[src/rtl/alu_cdb_buffer.sv]
// alu_cdb_buffer: in-order completion buffer between the ALU and the CDB arbiter.
// Holds ALU results in a circular FIFO, requests the CDB for the oldest entry,
// and stalls issue while no slot is free.

package cdb_pkg;
    typedef struct packed {
        logic        valid;
        logic [4:0]  completing_reg;
        logic [31:0] result;
    } CDB_REG_PACKET;
endpackage

module alu_cdb_buffer
    import cdb_pkg::*;
#(
    parameter int DEPTH = 4,
    parameter int CNT_W = $clog2(DEPTH + 1)
) (
    input  logic                clock,
    input  logic                reset,
    input  CDB_REG_PACKET       alu_result,
    input  logic                squash,
    input  logic                cdb_grant,
    output logic                cdb_req,
    output CDB_REG_PACKET       cdb_packet,
    output logic                alu_stall,
    output logic [CNT_W-1:0]    free_slots,
    output logic                overflow
);

    localparam int PTR_W = (DEPTH > 1) ? $clog2(DEPTH) : 1;

    CDB_REG_PACKET          entries_q [DEPTH];
    CDB_REG_PACKET          entries_d [DEPTH];
    logic [PTR_W-1:0]       head_q, head_d;
    logic [PTR_W-1:0]       tail_q, tail_d;
    logic [CNT_W-1:0]       count_q, count_d;
    logic                   overflow_q, overflow_d;
    logic                   enq, deq;

    // Outputs depend on registered state only, so results never pass straight through.
    always_comb begin
        cdb_req    = (count_q != '0);
        alu_stall  = (count_q == CNT_W'(DEPTH));
        free_slots = CNT_W'(DEPTH) - count_q;
        overflow   = overflow_q;
        cdb_packet = '0;
        if (cdb_req) begin
            cdb_packet       = entries_q[head_q];
            cdb_packet.valid = 1'b1;
        end
    end

    // Next-state: enqueue at tail, dequeue at head; squash empties the pointers.
    always_comb begin
        enq        = alu_result.valid & ~alu_stall;
        deq        = cdb_req & cdb_grant;
        entries_d  = entries_q;
        head_d     = head_q;
        tail_d     = tail_q;
        count_d    = count_q;
        // A result offered while full is dropped; the error stays latched even through squash.
        overflow_d = overflow_q | (alu_result.valid & alu_stall);
        if (squash) begin
            head_d  = '0;
            tail_d  = '0;
            count_d = '0;
        end else begin
            if (enq) begin
                entries_d[tail_q] = alu_result;
                tail_d            = tail_q + 1'b1;
            end
            if (deq) begin
                head_d = head_q + 1'b1;
            end
            case ({enq, deq})
                2'b10:   count_d = count_q + 1'b1;
                2'b01:   count_d = count_q - 1'b1;
                default: count_d = count_q;
            endcase
        end
    end

    // State registers with synchronous reset taking priority over everything.
    always_ff @(posedge clock) begin
        if (reset) begin
            for (int i = 0; i < DEPTH; i++) begin
                entries_q[i] <= '0;
            end
            head_q     <= '0;
            tail_q     <= '0;
            count_q    <= '0;
            overflow_q <= 1'b0;
        end else begin
            entries_q  <= entries_d;
            head_q     <= head_d;
            tail_q     <= tail_d;
            count_q    <= count_d;
            overflow_q <= overflow_d;
        end
    end

endmodule

[config.mk]
export PLATFORM = sky130hd
export DESIGN_NAME = alu_cdb_buffer
export DESIGN_NICKNAME = d
export VERILOG_FILES = /design/src/rtl/alu_cdb_buffer.sv
export SDC_FILE = /design/constraint.sdc
export NUM_CORES = 1
export LEC_CHECK = 0
export CORE_UTILIZATION = 45
export CTS_CLUSTER_SIZE = 28
export DETAILED_ROUTE_END_ITERATION = 6
export HOLD_SLACK_MARGIN = 0.12
export PLACE_DENSITY_LB_ADDON = 0.05
export SLEW_MARGIN = 20
export SYNTH_ARGS = -nofsm -noshare
export SYNTH_HDL_FRONTEND = slang
export SYNTH_SLANG_ARGS = --single-unit
[constraint.sdc]
create_clock -name clock -period 2.5 [get_ports clock]
set_input_delay 0.75 -clock clock [delete_from_list [all_inputs] [get_ports clock]]
set_output_delay 0.75 -clock clock [all_outputs]
set_load 0.01 [all_outputs]
==> load_flow_metrics.sql <==
INSERT INTO impl_metrics (metric_group, metric, value, unit) VALUES
('run_status', 'status', 'finished with violations', ''),
('run_status', 'failed_checks', 'design-rule violations, negative setup slack', ''),
('critical_path', 'critical_path.reg2reg.startpoint', 'count_q[1]', ''),
('detailed_routing', 'drtAntennaViolNets', '0', ''),
('cts', 'worst_setup_hold_path_clk_slew', '0.06', 'ns'),
('critical_path', 'worstPathBufferInverterCount', '4', ''),
('logic_synthesis', 'synth.ff_latch_count', '156', ''),
('final_layout', 'areaGrowthSynthToFinish', '33.8', '%'),
('power', 'leakagePower', '0.00324', 'µW'),
('cts', 'cts_tree', 'done', ''),
('final_layout', 'num-fill-cells', '1252', ''),
('critical_path', 'top_cell_by_count_worst_path', 'buf_6', ''),
('power', 'p_int', '4290', 'µW'),
('hold_path', 'hold_start', 'entries_q[78]', ''),
('grt', 'grt_antenna_before_repair', '0', ''),
('critical_path', 'startpoint_type', 'flop', ''),
('power', 'power.net_switching', '1300', 'µW'),
('placed_design', 'routabilityCongestion', '0.737', ''),
('critical_path', 'timing.critical_path.to_type', 'output port', ''),
('logic_synthesis', 'synthesized_instance_count', '787', ''),
('power', 'ir_worst_vdd', '0.000518', 'V'),
('job', 'cap_viol_max_count', '0', ''),
('critical_path', 'critical_path.max_stage_delay', '0.51', 'ns'),
('floorplanning', 'die_area', '0.0156', 'mm²'),
('cts', 'master_cell_of_the_clock_root_buffer', 'clkbuf_16', ''),
('cts', 'postCtsHoldBufs', '0', ''),
('final_layout', 'finalNonFillerCells', '1095', ''),
('floorplanning', 'die_w', '125', 'µm'),
('final_layout', 'mostFrequentLayoutCells', 'nand2_1 (296), dfxtp_1 (152), a21oi_1 (151), clkdlybuf4s50_1 (43), buf_6 (42)', ''),
('sta', 'grt_setup_unrepaired', 'yes', ''),
('critical_path', 'critical_path.cell_chain', 'buf_6 > buf_12 > buf_8 > mux4_2 > and2_4 > buf_6', ''),
('hold_path', 'count_of_cells_along_the_worst_hold_path', '2', ''),
('logic_synthesis', 'synth.net_count', '838', ''),
('sta', 'post-route-worst-setup-slack', '-0.176', 'ns'),
('final_layout', 'layout-drive-gt1-share', '24.1', '%'),
('sta', 'report.final.slew_viol_count', '0', ''),
('critical_path', 'crit_type', 'flop to output port', ''),
('grt', 'maximum_number_of_pins_on_one_net_before_global_route_repair', '73', ''),
('final_layout', 'final_common_cell', 'nand2_1', ''),
('floorplanning', 'std_cell_rows', '44', ''),
('critical_path', 'worst-path-max-fanout', '6', ''),
('detailed_routing', 'drc_errors', '12', ''),
('final_layout', 'seqCellArea', '0.00313', 'mm²'),
('detailed_routing', 'drt_wl_cell', '16.9', 'µm'),
('grt', 'grt_first_pass_wirelength', '29900', 'µm'),
('sta', 'remaining_max_slew_budget_at_the_tightest_pin', '55.9', '%'),
('floorplanning', 'floorplan.core_area', '0.0146', 'mm²'),
('grt', 'grt_util_all_layers', '24.7', '%'),
('logic_synthesis', 'syn-mean-instance-area', '8.62', 'µm²'),
('detailed_routing', 'via_per_inst', '5.33', ''),
('cts', 'clock_latency', '0.43', 'ns'),
('logic_synthesis', 'syn_area', '0.00678', 'mm²'),
('power', 'power_density', '615', 'mW/mm²'),
('placed_design', 'dpl.cell_count', '1029', ''),
('grt', 'number_of_global_route_vias_before_repair', '5991', ''),
('detailed_routing', 'detail_route.iter0.violations', '299', ''),
('power', 'clock_network_power_share', '45.5', '%'),
('placed_design', 'dpl_worst_slack', '-0.213', 'ns'),
('sta', 'setup_viol_count_final', '36', ''),
('placed_design', 'hpwlAfterDp', '10700', 'µm'),
('placed_design', 'placement.io_buffers', '85', ''),
('hold_path', 'holdCritPathClass', 'flop to flop', ''),
('sta', 'whs', '0.451', 'ns'),
('cts', 'cts.path.max_buffers', '2', ''),
('final_layout', 'multi_input_area', '0.00338', 'mm²'),
('floorplanning', 'floorplan.io_pins', '86', ''),
('floorplanning', 'floorplan.initialDensity', '46.3', '%'),
('floorplanning', 'die-height', '125', 'µm'),
('detailed_routing', 'detailroute.via_count', '5833', ''),
('sta', 'fmaxAchievable', '374', 'MHz'),
('power', 'power.share.combinational', '8.8', '%');
-- stage by stage --
step	total power, µW	TNS (ns)
6_report	5590	-4.03
5_1_grt	5770	-5.69
4_1_cts	5600	-5.07
3_5_place_dp	3050	-2.13
3_3_place_gp	3040	-1.12
2_1_floorplan	2820	0
-- tightest hold or removal path: cells and delay by family, from the launching register on --
kind | cells | cell delay (ns)
AO/OA/AOI/OAI | 1 | 0.05
flip-flops | 1 | 0.30
AND/OR/NAND/NOR | 1 | 0.05
-- state kept, by name, indices dropped and copies added, names as in the netlist --
register   cells
overflow       1
tail_q         2
head_q         2
entries_q    148
count_q        3
-- worst paths after layout --
path / slack [ns] / end
worst max-delay path: -0.18 / cdb_packet[4]
worst min-delay path: 0.45 / entries_q[78]
worst max register to register: 0.25 / count_q[2]
worst min register to register: 0.45 / entries_q[78]
-- power by group through the flow --
stage / sequential, µW / combinational (µW) / clock, µW
floorplan: 2600 / 223 / 0
global placement: 2610 / 435 / 0
detailed placement: 2610 / 443 / 0
CTS: 2550 / 481 / 2570
global route: 2560 / 532 / 2680
finish: 2550 / 494 / 2540
-- repair_timing --
action | CTS | global route
cloned | 4 | 0
pin swaps | 33 | 8
setup endpoints to repair | 41 | 37
buffers inserted | 27 | 7
gates resized for setup | 210 | 39
-- kinds of logic after synthesis --
| family | count (synthesis) | share of synthesized area [%] |
|---|---|---|
| and+or+nand+nor | 354 | 22.1 |
| AOI/OAI and AO/OA | 152 | 11.2 |
| buffers and inverters | 73 | 5.79 |
| xor gates and xnor gates | 5 | 0.646 |
| DFF | 156 | 46.0 |
| muxes | 38 | 12.4 |
| adders and majority gates | 9 | 1.77 |
-- layer usage --
layer / routed length, µm / vias to the layer above / global-route usage (%) / share of wire [%]
met4: 324 / 0 / 10.7 / 1.8
met3: 966 / 31 / 4.34 / 5.2
met1: 7660 / 2802 / 29.2 / 41
met2: 9520 / 171 / 44.0 / 52
li1: - / 2829 / - / -
met5: 0 / - / 0 / 0
-- synthesized netlist by cell type --
cell type  instances  share of area [%]
o21ai_0            1              0.074
or3_1              1              0.092
a21oi_1          151                 11
fa_1               1               0.30
and4bb_2           4               0.74
nor2b_1            2               0.18
mux2i_1            1               0.15
inv_1              9               0.50
nand4bb_1          4               0.66
clkbuf_1          22                1.2
ha_1               8                1.5
dfxtp_1          156                 46
xnor2_1            2               0.26
or2_2              1              0.092
buf_6              3               0.50
and2_1            37                3.4
xor2_1             3               0.39
mux4_2            37                 12
nand2_1          296                 16
buf_2             20                1.5
nor2_1             8               0.44
nand3b_1           1               0.11
buf_4             19                2.1
-- final cells by class --
class,instances,share of cell area (%)
clock buffer,22,5.11
clock inverter,10,1.28
inverter,9,0.427
multi-input combinational,558,37.2
sequential,156,34.5
tap,184,2.54
timing repair buffer,156,18.9
(Power assumes the default switching activity.)
